## config.mk

```make
export PLATFORM = sky130hd
export DESIGN_NAME = i2s_clk_ctrl
export DESIGN_NICKNAME = d
export VERILOG_FILES = /design/src/rtl/i2s_clk_ctrl.sv
export SDC_FILE = /design/constraint.sdc
export NUM_CORES = 1
export LEC_CHECK = 0
export ABC_AREA = 1
export CAP_MARGIN = 30
export CORE_ASPECT_RATIO = 2
export CORE_MARGIN = 5
export CORE_UTILIZATION = 56
export DETAILED_ROUTE_END_ITERATION = 16
export PLACE_DENSITY_LB_ADDON = 0.08
export SYNTH_ARGS = -nofsm -noshare
export SYNTH_HDL_FRONTEND = slang
export SYNTH_SLANG_ARGS = --single-unit
```

## constraint.sdc

```tcl
create_clock -name clk -period 6 [get_ports clk]
set_clock_uncertainty 0.05 [all_clocks]
set_input_delay 0.9 -clock clk [delete_from_list [all_inputs] [get_ports clk]]
set_output_delay 0.9 -clock clk [all_outputs]
set_load 0.01 [all_outputs]
```

## src/rtl/i2s_clk_ctrl.sv

```systemverilog
// I2S master timing: derives bck/lrck from clk, sequences stereo frames and
// strobes each channel word once the receiver has shifted in DATA_BITS bits.
module i2s_clk_ctrl #(
  parameter int DATA_BITS = 24,
  parameter int SLOT_BITS = 32,
  parameter int BCK_DIV   = 2
) (
  input  logic                         clk,
  input  logic                         reset_n,
  input  logic                         enable,
  input  logic [15:0]                  num_frames,
  output logic                         bck,
  output logic                         lrck,
  output logic [$clog2(SLOT_BITS)-1:0] bit_idx,
  output logic                         sample_strobe,
  output logic                         sample_ch,
  output logic [15:0]                  frame_cnt,
  output logic                         busy,
  output logic                         done
);
  localparam int IDX_W = $clog2(SLOT_BITS);
  localparam int DIV_W = $clog2(BCK_DIV);
  localparam logic [IDX_W-1:0] IDX_LAST   = IDX_W'(SLOT_BITS - 1);
  localparam logic [IDX_W-1:0] STROBE_IDX = IDX_W'(DATA_BITS + 1);
  localparam logic [DIV_W-1:0] DIV_LAST   = DIV_W'(BCK_DIV - 1);
  localparam logic [DIV_W-1:0] DIV_HALF   = DIV_W'(BCK_DIV / 2);

  typedef enum logic [1:0] {IDLE, RUN, DRAIN} state_t;

  state_t           state_q, state_d;
  logic [DIV_W-1:0] div_q, div_d;
  logic [IDX_W-1:0] idx_q, idx_d;
  logic [15:0]      fcnt_q, fcnt_d;
  logic [15:0]      nf_q, nf_d;
  logic             bck_q, bck_d;
  logic             lrck_q, lrck_d;
  logic             strobe_q, strobe_d;
  logic             ch_q, ch_d;
  logic             busy_q, busy_d;
  logic             done_q, done_d;
  logic             fe;
  logic             frame_end;
  logic             finish;

  always_comb begin
    state_d   = state_q;
    div_d     = div_q;
    idx_d     = idx_q;
    fcnt_d    = fcnt_q;
    nf_d      = nf_q;
    bck_d     = bck_q;
    lrck_d    = lrck_q;
    strobe_d  = 1'b0;
    ch_d      = ch_q;
    busy_d    = busy_q;
    done_d    = 1'b0;
    fe        = (div_q == DIV_LAST);
    frame_end = 1'b0;
    finish    = 1'b0;

    case (state_q)
      IDLE: begin
        bck_d  = 1'b0;
        lrck_d = 1'b0;
        idx_d  = '0;
        div_d  = '0;
        busy_d = 1'b0;
        if (enable) begin
          state_d = RUN;
          nf_d    = num_frames;
          fcnt_d  = '0;
          busy_d  = 1'b1;
        end
      end
      default: begin
        div_d = fe ? '0 : div_q + DIV_W'(1);
        if (fe) begin
          // Slot wrap toggles lrck; leaving the right slot closes a frame.
          if (idx_q == IDX_LAST) begin
            idx_d     = '0;
            lrck_d    = ~lrck_q;
            frame_end = lrck_q;
          end else begin
            idx_d = idx_q + IDX_W'(1);
          end
          if (idx_d == STROBE_IDX) begin
            strobe_d = 1'b1;
            ch_d     = lrck_q;
          end
          if (frame_end) fcnt_d = fcnt_q + 16'd1;
        end
        bck_d = (div_d >= DIV_HALF);

        finish = frame_end && ((state_q == DRAIN) || !enable ||
                               ((nf_q != 16'd0) && (fcnt_d == nf_q)));
        if (finish) begin
          state_d = IDLE;
          done_d  = 1'b1;
          busy_d  = 1'b0;
          bck_d   = 1'b0;
          lrck_d  = 1'b0;
          idx_d   = '0;
          div_d   = '0;
        end else if ((state_q == RUN) && !enable) begin
          state_d = DRAIN;
        end
      end
    endcase
  end

  always_ff @(posedge clk) begin
    if (!reset_n) begin
      state_q  <= IDLE;
      div_q    <= '0;
      idx_q    <= '0;
      fcnt_q   <= '0;
      nf_q     <= '0;
      bck_q    <= 1'b0;
      lrck_q   <= 1'b0;
      strobe_q <= 1'b0;
      ch_q     <= 1'b0;
      busy_q   <= 1'b0;
      done_q   <= 1'b0;
    end else begin
      state_q  <= state_d;
      div_q    <= div_d;
      idx_q    <= idx_d;
      fcnt_q   <= fcnt_d;
      nf_q     <= nf_d;
      bck_q    <= bck_d;
      lrck_q   <= lrck_d;
      strobe_q <= strobe_d;
      ch_q     <= ch_d;
      busy_q   <= busy_d;
      done_q   <= done_d;
    end
  end

  assign bck           = bck_q;
  assign lrck          = lrck_q;
  assign bit_idx       = idx_q;
  assign sample_strobe = strobe_q;
  assign sample_ch     = ch_q;
  assign frame_cnt     = fcnt_q;
  assign busy          = busy_q;
  assign done          = done_q;
endmodule

```

* Word-level counts from Yosys, hierarchy flattened *
Index checks and enable logic that the tools add are counted.

operators by class
  add/subtract/negate cells = 3
  $mul = 0
  div/mod/pow operators = 0
  $lt $le $gt $ge = 1
  eq/ne operators = 6
  shift-type cells = 0
  mux-type cells = 23
  bitwise logic cells = 4
  reductions and logical operators = 17

operator list
  kind                     number
  $mux W16                 5
  $add A16 B1 Y16 const B  1
  $eq A16 B16 Y1           1
  $reduce_bool A16 Y1      1
  $mux W5                  3
  $mux W1                  11
  $eq A5 B5 Y1 const B     2
  $mux W2                  4
  $reduce_and A2 Y1        3
  $reduce_or A3 Y1         2
  $add A5 B1 Y5 const B    1
  $not A1 Y1               4
  $logic_and A1 B1 Y1      3
  $reduce_and A3 Y1        1
  $reduce_bool A3 Y1       1
  $eq A2 B1 Y1 const B     1
  $eq A2 B2 Y1 const B     1
  $logic_not A2 Y1         1
  $logic_or A1 B1 Y1       2
  $ne A2 B2 Y1 const B     1
  $reduce_bool A2 Y1       1
  $reduce_or A2 Y1         1
  $add A1 B1 Y1 const B    1
  $ge A1 B1 Y1 const B     1
  $logic_not A1 Y1         1

storage, ports and cells
  register bits after elaboration = 46
  bits in latches = 0
  bits in writable memories = 0
  memory bits (read-only) = 0
  input port bits = 19
  output and inout port bits = 27
  word-level logic and storage cells = 65
  memories kept = 0

* Depth between registers and ports, before layout *
  depth in word-level cells = 13
  gate-level depth with buffers = 20
  mapped depth without buffers = 20

* Least setup slack after synthesis *
Ideal clock, no wire load.

  kind = flip-flop to flip-flop
  from = register idx_q[1], in the netlist bit_idx[1]
  to = register idx_q[0], in the netlist bit_idx[0]
  library setup time = 0.119 ns
  arrival time = 2.190 ns
  data required time = 5.831 ns
  setup slack = 3.641 ns
  stages on the path, launching flop included = 19
  buffers on the path = 0
  period minus slack after synthesis = 2.359 ns
  cells stage by stage = dfxtp_1 > ha_1 > nand2_1 > nor2_1 > ha_1 > nand2_2 > nor2_4 > nand2_1 > o21ai_1 > and2_4 > nor2_2 > nor2_1 > nand2_1 > nor2_1 > nand2_1 > nand2_1 > nand2_2 > nand2_4 > nor2_2

on the way
  cells in the longest elaborated chain, start to end = 12
  elaborated cells between the ends (all ways) = 17
  those cells by class = eq/ne: 2; mux: 11; reduce/logical: 4

ends and longest elaborated chain
  what                               RTL line  source
  from (decl)                        32        logic [IDX_W-1:0] idx_q, idx_d;
  from (signal assigned)             127       idx_q <= idx_d;
  $eq A5 B5 Y1 *                     79        if (idx_q == IDX_LAST) begin
  $mux W1                            79
  $mux W1                            77        if (fe) begin
  $mux W1                            61        case (state_q)
  $mux W16                           90        if (frame_end) fcnt_d = fcnt_q + 16'd1;
  $mux W16                           77
  $mux W16                           61
  $eq A16 B16 Y1                     95        ((nf_q != 16'd0) && (fcnt_d == nf_q)));
  $logic_and A1 B1 Y1                95
  $logic_or A1 B1 Y1                 94        finish = frame_end && ((state_q == DRAIN) || !enable ||
  $logic_and A1 B1 Y1                94
  $reduce_or A3 Y1 (no source line)  -

Every way passes the cells marked *; elsewhere a longest branch is shown, timed or not. The select of a mux whose other input is x is not followed.
A chain may end at the register's enable or synchronous reset.

* Worst setup path in the final report *
  from = register idx_q[1], in the netlist bit_idx[1]
  to = register div_q

on the way
  cells in the longest elaborated chain, start to end = 12
  elaborated cells between the ends (all ways) = 14
  those cells by class = eq/ne: 2; mux: 8; reduce/logical: 4

ends and longest elaborated chain
  what                                 RTL line  source
  $eq A5 B5 Y1 *                       79
  $mux W1 *                            79
  $mux W1 *                            77
  $mux W1 *                            61
  $mux W16                             90
  $mux W16                             77
  $mux W16                             61
  $eq A16 B16 Y1                       95
  $logic_and A1 B1 Y1                  95
  $logic_or A1 B1 Y1                   94
  $logic_and A1 B1 Y1 *                94
  $reduce_or A3 Y1 (no source line) *  -
  to (signal assigned)                 126       div_q <= div_d;
  to (decl)                            31        logic [DIV_W-1:0] div_q, div_d;

Marked as above.

==> impl_metrics.json <==
{
  "status": "finished clean",
  "use_met2_pct": 44.9,
  "netlist_area_mm2": 0.00252,
  "synthDominantCellAreaShare_pct": 35.7,
  "synth_top_area_cell": "dfxtp_1",
  "cp_num_buf_inv": 0,
  "grt_max_degree": 33,
  "cts-root-buf": "clkbuf_8",
  "wl_per_cell_um": 14.4,
  "crit_required_ns": 6.13,
  "synth_seq_area_share_pct": 35.7,
  "yosys_warnings": 0,
  "clk_latency_ns": 0.30,
  "worstPathArrival_ns": 3.07,
  "use_met1_pct": 25.7,
  "vias": 2634,
  "dr.pass1.iters": 4,
  "fp-row-count": 34,
  "core_mm2": 0.00438,
  "slowest_delay_ns": 0.39,
  "cts_buffer_depth": 2,
  "period_share_pct": 48.8,
  "numCtsBuffers": 5,
  "power.density_mw_per_mm2": 199,
  "maxCapViolCount": 0,
  "grt_usage_pct": 25.0,
  "cts_resized": 0,
  "critPathKind": "register to register",
  "setup_viol": 0,
  "tns_ns": 0,
  "critPathTopFamily": "simple AND/OR/NAND/NOR gates",
  "grtUsageMet3_pct": 3.09,
  "syn_avg_cell_area_um2": 6.66,
  "gp_congestion": 0.881,
  "synth.area.top_cells": "dfxtp_1, nand2_1, nand3_1",
  "crit_slowest_cell": "dfxtp_1",
  "critPathMostFrequentCell": "nand2_1",
  "io_buffer_count": 45,
  "crit_chain": "ha_1 -> nand2_1 -> nor2_1 -> ha_1 -> nand2_2 -> nor2_4 -> nand2_1 -> nor2_4 -> nand2_1 -> nand2_1 -> nand2_1 -> a21oi_1 -> nand2_1 -> nor2_1 -> nand2_1 -> nand2_1 -> nand2_2 -> nand2_4 -> nor2_2",
  "ys_ff_latch": 45,
  "nets": 445,
  "slew_viol_final": 0,
  "grt_pass1_wl_um": 12100,
  "cp_max_fo": 12,
  "rsz0062_at_grt": "false",
  "synth_fp_nets": 402,
  "synth_cell_type_count": 28,
  "die_area_mm2": 0.00603,
  "drive_above_1_share_pct": 7.57,
  "busiest_layer": "met2",
  "holdWs_ns": 0.450,
  "cts_tree": "yes",
  "hold_violations": 0,
  "cp-end-kind": "register",
  "hold_path.class": "register to register",
  "clk_pin_slew_ns": 0.08,
  "wl_um": 6870,
  "first_global_vias": 2759,
  "drt-initial-drc-count": 97,
  "critical_path.startpoint_type": "register",
  "ir_worst_vdd_v": 0.000152,
  "finalPower_uw": 613,
  "finalNonFillerCells": 477,
  "die_y_um": 105,
  "diodes": 0,
  "htreeDepth": 2,
  "synthCells": 379,
  "syn_to_final_growth_pct": 22.2,
  "dp.cells": 469,
  "dp_hpwl_um": 5350,
  "cts.sinks": 45,
  "fmaxAchievable_ghz": 0.341,
  "viasPerCell": 5.52,
  "cts.hold.buffers_added": 0,
  "worstMarginPinSlew_ns": 0.783,
  "start_util_pct": 57.6,
  "drc": 0,
  "post_cts_buffers": 0,
  "final.min_clock_period_ns": 2.93,
  "relSlewSlack_pct": 47.8,
  "p_leak_nw": 1.25,
  "ios": 46,
  "ant_nets": 0,
  "antenna_found_initial": 0,
  "die_x_um": 57.5,
  "post-route-util_pct": 70.4,
  "overflow": 0
}
[worst reg2reg max path: stages (launching register included)]
cell and delay [ns]:
dfxtp_1 0.39, ha_1 0.19, nand2_1 0.07, nor2_1 0.11
ha_1 0.25, nand2_2 0.12, nor2_4 0.34, nand2_1 0.18
nor2_4 0.18, nand2_1 0.07, nand2_1 0.09, nand2_1 0.07
a21oi_1 0.13, nand2_1 0.07, nor2_1 0.11, nand2_1 0.07
nand2_1 0.07, nand2_2 0.09, nand2_4 0.15, nor2_2 0.04
[flip-flops by register name, indices dropped and copies added, names as in the netlist]
signal         count
bit_idx            5
sample_strobe      1
nf_q              16
frame_cnt         16
state_q            2
sample_ch          1
div_q              1
done               1
lrck               1
busy               1
[synthesized netlist by cell type, drive strengths merged]
| master | instances |
|---|---|
| nand2 | 100 |
| inv | 51 |
| dfxtp | 45 |
| nor2 | 43 |
| nand3 | 40 |
| o21ai | 31 |
| a21oi | 21 |
| nand4 | 15 |
| o22ai | 7 |
| clkbuf | 6 |
| nor3 | 5 |
| buf | 4 |
| ha | 4 |
| xor2 | 3 |
| clkinv | 2 |
| and2 | 1 |
| mux2i | 1 |
[worst paths after layout]
check	start	to	slack, ns	cells past startpoint
worst max-delay path	bit_idx[1]	div_q	3.07	19
worst min-delay path	nf_q[7]	nf_q[7]	0.45	2
worst min register to register	nf_q[7]	nf_q[7]	0.45	2
worst max register to register	bit_idx[1]	div_q	3.07	19
[cells in the final DEF (no fill, tap or decap), types with 2 or more instances in the layout]
master	count
inv_1	50
dfxtp_1	45
nand2_4	2
xor2_1	3
nand2_1	94
a21oi_1	21
nor3_1	5
nor2_4	5
nand2_2	4
nor2_1	29
o22ai_1	7
clkbuf_8	7
nand3_1	39
nand4_1	15
ha_1	4
o21ai_0	30
clkinv_1	2
clkdlybuf4s50_1	45
nor2_2	8
[cell type report]
type / instances / area [um2]
fill: 394 / 1300
clock buffer: 7 / 96.3
multi-input combinational: 271 / 1360
timing repair buffer: 46 / 458
sequential: 45 / 901
tap: 54 / 67.6
inverter: 53 / 199
clock inverter: 1 / 5.00
[power breakdown]
part,switching (mW),leakage (nW),total (mW),internal [mW]
registers,0.00800,0.367,0.319,0.311
clock network,0.106,0.0542,0.210,0.104
logic,0.0500,0.829,0.0836,0.0335
[per-layer routing]
layer | vias to the layer above | part of all wire, %
met5 | - | 0
met4 | 0 | 5.9
met3 | 33 | 3.5
met2 | 83 | 56
met1 | 1200 | 35
li1 | 1318 | -
[metrics by stage]
stage	setup WS, ns	area, um2
5_1_grt	2.78	3090
4_1_cts	3.07	3090
3_5_place_dp	3.06	2980
2_1_floorplan	3.64	2520
6_report	3.07	3090
3_3_place_gp	3.12	2980
[cells by family (layout without fill, tap and decap cells)]
kind of cell | count (synthesis) | count (layout) | share of synthesized area, %
AND/OR/NAND/NOR | 204 | 204 | 38.4
buffers and inverters | 63 | 107 | 10.5
AO/OA/AOI/OAI | 59 | 59 | 12.0
multiplexers | 1 | 1 | 0.396
adder cells (fa/ha/maj) | 4 | 4 | 1.98
XOR/XNOR | 3 | 3 | 1.04
flip-flops | 45 | 45 | 35.7
(Power assumes the default switching activity.)
